===== src/rtl/operand_fetch.sv =====
// operand_fetch: issue-stage operand resolution with a register scoreboard.
//
// An instruction offered on in_* has its source operands read from an
// external register file. A same-cycle writeback is forwarded into the
// operands. A 32-entry busy scoreboard tracks destinations with results
// still outstanding. One output register stage holds the resolved bundle
// until downstream accepts it.
//
// Ports:
//   clock, ctrl_reset          clock; asynchronous active-high reset
//   in_valid/in_ready          instruction handshake (in_rs1, in_rs2, in_rd, in_wen)
//   out_valid/out_ready        bundle handshake (out_opA, out_opB, out_rd, out_wen)
//   wb_valid, wb_rd, wb_data   writeback request (forwarded and written to regfile)
//   ctrl_readRegA/B            register file read selects (combinational)
//   data_readRegA/B            register file read data (combinational)
//   ctrl_writeEnable, ctrl_writeReg, data_writeReg   register file write port
module operand_fetch #(
  localparam int unsigned XLEN = 32,
  localparam int unsigned AW   = 5,
  localparam int unsigned NREG = 32
) (
  input  logic            clock,
  input  logic            ctrl_reset,
  input  logic            in_valid,
  input  logic [AW-1:0]   in_rs1,
  input  logic [AW-1:0]   in_rs2,
  input  logic [AW-1:0]   in_rd,
  input  logic            in_wen,
  output logic            in_ready,
  output logic            out_valid,
  input  logic            out_ready,
  output logic [XLEN-1:0] out_opA,
  output logic [XLEN-1:0] out_opB,
  output logic [AW-1:0]   out_rd,
  output logic            out_wen,
  input  logic            wb_valid,
  input  logic [AW-1:0]   wb_rd,
  input  logic [XLEN-1:0] wb_data,
  output logic [AW-1:0]   ctrl_readRegA,
  output logic [AW-1:0]   ctrl_readRegB,
  input  logic [XLEN-1:0] data_readRegA,
  input  logic [XLEN-1:0] data_readRegB,
  output logic            ctrl_writeEnable,
  output logic [AW-1:0]   ctrl_writeReg,
  output logic [XLEN-1:0] data_writeReg
);

  logic [NREG-1:0] busy;
  logic [NREG-1:0] busy_next;

  logic            bypass1;
  logic            bypass2;
  logic            wb_hits_rd;
  logic            hazard;
  logic            accept;
  logic            drain;
  logic [XLEN-1:0] op_a;
  logic [XLEN-1:0] op_b;

  // Register file port wiring.
  assign ctrl_readRegA    = in_rs1;
  assign ctrl_readRegB    = in_rs2;
  assign ctrl_writeEnable = wb_valid & (wb_rd != AW'(0));
  assign ctrl_writeReg    = wb_rd;
  assign data_writeReg    = wb_data;

  // Forwarding detection and operand resolution; r0 always reads as zero.
  always_comb begin
    bypass1 = wb_valid & (wb_rd == in_rs1) & (in_rs1 != AW'(0));
    bypass2 = wb_valid & (wb_rd == in_rs2) & (in_rs2 != AW'(0));

    op_a = data_readRegA;
    if (in_rs1 == AW'(0)) begin
      op_a = XLEN'(0);
    end else if (bypass1) begin
      op_a = wb_data;
    end

    op_b = data_readRegB;
    if (in_rs2 == AW'(0)) begin
      op_b = XLEN'(0);
    end else if (bypass2) begin
      op_b = wb_data;
    end
  end

  // A busy source is fine only if its result arrives this cycle. A busy
  // destination (WAW) is fine only if that same write completes now.
  always_comb begin
    wb_hits_rd = wb_valid & (wb_rd == in_rd);
    hazard     = (busy[in_rs1] & ~bypass1)
               | (busy[in_rs2] & ~bypass2)
               | (in_wen & (in_rd != AW'(0)) & busy[in_rd] & ~wb_hits_rd);
    in_ready   = ~hazard & (~out_valid | out_ready);
    accept     = in_valid & in_ready;
    drain      = out_valid & out_ready;
  end

  // Scoreboard next state: the writeback clears first, so a same-index set wins.
  always_comb begin
    busy_next = busy;
    if (wb_valid) begin
      busy_next[wb_rd] = 1'b0;
    end
    if (accept && in_wen && (in_rd != AW'(0))) begin
      busy_next[in_rd] = 1'b1;
    end
    busy_next[0] = 1'b0;
  end

  always_ff @(posedge clock or posedge ctrl_reset) begin
    if (ctrl_reset) begin
      busy <= '0;
    end else begin
      busy <= busy_next;
    end
  end

  // Output stage: loads only on accept, so a held bundle never sees later writebacks.
  always_ff @(posedge clock or posedge ctrl_reset) begin
    if (ctrl_reset) begin
      out_valid <= 1'b0;
      out_opA   <= '0;
      out_opB   <= '0;
      out_rd    <= '0;
      out_wen   <= 1'b0;
    end else begin
      if (accept) begin
        out_valid <= 1'b1;
        out_opA   <= op_a;
        out_opB   <= op_b;
        out_rd    <= in_rd;
        out_wen   <= in_wen;
      end else if (drain) begin
        out_valid <= 1'b0;
      end
    end
  end

endmodule


===== config.mk =====
export PLATFORM = sky130hd
export DESIGN_NAME = operand_fetch
export DESIGN_NICKNAME = d
export VERILOG_FILES = /design/src/rtl/operand_fetch.sv
export SDC_FILE = /design/constraint.sdc
export NUM_CORES = 1
export LEC_CHECK = 0
export CAP_MARGIN = 25
export CORE_UTILIZATION = 56
export CTS_CLUSTER_DIAMETER = 120
export DETAILED_ROUTE_END_ITERATION = 10
export DONT_BUFFER_PORTS = 1
export PLACE_DENSITY_LB_ADDON = 0.3
export SLEW_MARGIN = 20
export SYNTH_ARGS = -nofsm -noshare
export SYNTH_HDL_FRONTEND = slang
export SYNTH_SLANG_ARGS = --single-unit

===== constraint.sdc =====
create_clock -name clock -period 3.76 [get_ports clock]
set_input_delay 0.564 -clock clock [delete_from_list [all_inputs] [get_ports clock]]
set_output_delay 0.564 -clock clock [all_outputs]
set_load 0.05 [all_outputs]

==> flow_summary.yaml <==
power_and_ir_drop:
  fin_total_pwr_mw: 4.185
  switchingPower_mw: 1.792
  irDropWorstVdd_mv: 0.4091
  swShare_pct: 42.83
  p_leak_nw: 2.629
  power_frac_seq_pct: 60.1
  power.internal_mw: 2.392
  combPwrFrac_pct: 13.0
  cellPowerDensity_nw_per_um2: 655.4
  clkPwrFrac_pct: 26.9
cells_and_area:
  syn2layout_area_growth_pct: 0.2750
  layout-drive-gt1-share_pct: 15.14
  final_common_cell: "nand2_1"
  fin_area_um2: 6385
  diodes: 0
  final_cell_mix: "nand2_1 (139), o21ai_0 (119), dfrtp_1 (102), mux2_2 (40), mux2_1 (31)"
  multi_input_area_um2: 3183
  seq_area_um2: 2552
  final_nets: 706
  fillers: 942
  final_core_util_pct: 58.39
detailed_routing:
  antenna_left: 0
  wirelength_um: 17690
  vias: 4832
  drcViolationCount: 0
  via_per_inst: 6.637
  drt_iter0_markers: 518
  dr.pass1.iters: 6
  wl_per_cell_um: 24.30
logic_synthesis:
  yosys_warnings: 0
  syn-num-nets: 783
  synth.distinct_cells: 46
  synth_edf_count: 0
  synthFlopType: "dfrtp_1"
  async_flop_share_pct: 100.0
  synth_cells: 661
  ys_ff_latch: 102
  ys_seq_area_share_pct: 40.09
  synth_area_um2: 6367
  syn_avg_cell_area_um2: 9.633
worst_setup_path:
  critPathLaunchType: "register"
  crit_type: "reg2out"
  crit_end: "in_ready"
  required_ns: 3.20
  end_kind: "primary output"
  startpoint: "busy[15]"
  crit_buf_inv: 1
  worst_path_max_delay_cell: "mux4_2"
  r2r_end: "out_rd[4]"
  cp_top_family: "compound AO/OA/AOI/OAI gates"
  slowest_delay_ns: 0.50
  ff2ff_setup_slack_ns: 0.83
  cp_max_fo: 6
  cp_num_cells: 7
  reg2reg_from: "busy[15]"
  ff2ff_path_depth: 7
  crit_arrival_ns: 2.50
  path_cells: "mux4_2 > a32oi_1 > o221ai_1 > o21ai_0 > o21ai_2 > nor3b_2 > buf_4"
global_route:
  antenna_found_initial: 0
  grt_first_pass_wirelength_um: 26090
  grt_max_degree: 65
  overflow: 0
  grt_pass1_vias: 4602
  grt_usage_pct: 29.69
clock_network:
  numCtsBuffers: 9
  cts_tree: "built"
  clkTransAtPathRegs_ns: 0.07
  h-tree-depth: 3
  clkLatencyLatePin_ns: 0.34
  hold_buffers: 0
  ctsResizeCount: 0
  root_buffer: "clkbuf_16"
  cts_buffer_depth: 2
  cts_sinks: 102
  cts_setup_buffers: 0
sta:
  post-route-min-period_ns: 3.067
  skew_ns: 0.007307
  maxSlewHeadroom_pct: 55.80
  max_freq_ghz: 0.3260
  tns_ns: 0
  setup_viol: 0
  worst_slew_pin_slew_ns: 0.6630
  slew_violations: 0
  whs_ns: 0.1322
  final-hold-violation-count: 0
  period_share_pct: 81.58
  rsz0062_at_grt: "no"
floorplan:
  start_util_pct: 58.23
  die_height_um: 108.6
  core_um2: 10940
  io-pin-count: 242
  die_w_um: 108.6
  dieArea_um2: 11800
  rows: 38
placement:
  place_congestion: 0.9849
  dp_hpwl_um: 13010
  placed_cell_area_um2: 6025
  portBuffers: 0
run_status:
  status: "finished clean"
min_path:
  hp-class: "in2async"
run:
  cap_violations: 0
final cells by class:
class                   instances  area share (%)
inverters                       5          0.3331
clock buffers                  10           3.586
well taps                     140           2.743
repair buffers                  8           1.450
clock inverters                 5           2.058
flip-flops and latches        102           39.98
multi-input cells             458           49.85
power by group through the flow:
stage | registers, mW | clock network [mW] | logic [mW]
floorplan | 2.43 | 0 | 0.630
global placement | 2.52 | 0 | 0.519
detailed placement | 2.54 | 0 | 0.548
CTS | 2.51 | 1.14 | 0.550
global route | 2.54 | 1.19 | 0.601
finish | 2.52 | 1.12 | 0.545
worst min-delay path by stage:
stage,from,depth (start not counted),to,slack (ns)
4_1_cts,ctrl_reset,1,out_opA[24],0.15
5_1_grt,ctrl_reset,1,out_opA[23],0.18
3_5_place_dp,ctrl_reset,1,out_opA[24],0.52
2_1_floorplan,busy[14],2,busy[14],0.50
6_report,ctrl_reset,1,out_opA[22],0.13
3_3_place_gp,busy[16],2,busy[16],0.55
logic make-up (layout without fill, tap and decap cells):
| logic type | count (synthesis) | after routing | share of synthesized area, % |
|---|---|---|---|
| AND/OR/NAND/NOR | 198 | 198 | 14.42 |
| flip-flops | 102 | 102 | 40.09 |
| multiplexers | 101 | 101 | 20.87 |
| AO/OA/AOI/OAI | 144 | 144 | 12.52 |
| XOR/XNOR | 15 | 15 | 2.063 |
| buffers and inverters | 101 | 28 | 10.04 |
per-stage QoR:
step | setup WS [ns] | std cells
6_report | 0.6927 | 728
5_1_grt | 0.6015 | 728
4_1_cts | 0.7755 | 728
3_5_place_dp | 0.6572 | 713
3_3_place_gp | 0.7013 | 712
2_1_floorplan | 0.04918 | 661
synth_stat cells, types with 2 or more instances:
| library cell | n | area (µm²) |
|---|---|---|
| xnor2_1 | 3 | 26.28 |
| dfrtp_1 | 102 | 2552 |
| o31ai_1 | 9 | 67.56 |
| nand3b_1 | 13 | 97.59 |
| mux2i_1 | 12 | 120.1 |
| nor4b_1 | 2 | 17.52 |
| xor2_1 | 12 | 105.1 |
| a21oi_1 | 3 | 15.01 |
| buf_4 | 47 | 352.8 |
| o221ai_1 | 2 | 17.52 |
| nor3b_1 | 3 | 22.52 |
| mux4_2 | 14 | 315.3 |
| nand2_1 | 139 | 521.8 |
| mux2_2 | 40 | 450.4 |
| and4_1 | 2 | 17.52 |
| nor2b_1 | 2 | 12.51 |
| clkbuf_1 | 32 | 120.1 |
| nor4_1 | 4 | 25.02 |
| a2111oi_0 | 2 | 17.52 |
| nor2_1 | 8 | 30.03 |
| buf_1 | 3 | 11.26 |
| mux2_1 | 31 | 349.1 |
| mux4_1 | 3 | 78.83 |
| o21ai_0 | 119 | 595.6 |
| or3b_2 | 4 | 35.03 |
| or3_1 | 4 | 25.02 |
| buf_2 | 4 | 20.02 |
| buf_6 | 9 | 101.4 |
| or4_1 | 4 | 30.03 |
| a32oi_1 | 2 | 17.52 |
| nand3_1 | 8 | 40.04 |
| inv_1 | 5 | 18.77 |
sequential cells by signal, summed over array words and instances, names as in the netlist:
name and count:
out_valid 1, busy 31, out_rd 5, out_wen 1
out_opB 32, out_opA 32
per-layer routing:
metal  up-vias  global-route usage [%]  wire [µm]
li1       2124                       -          -
met3        52                   7.591       1699
met4         0                   15.06        616
met2       291                   47.60       8566
met5         -                       0          0
met1      2365                   37.17       6810
Power figures use the tool's default switching activity.
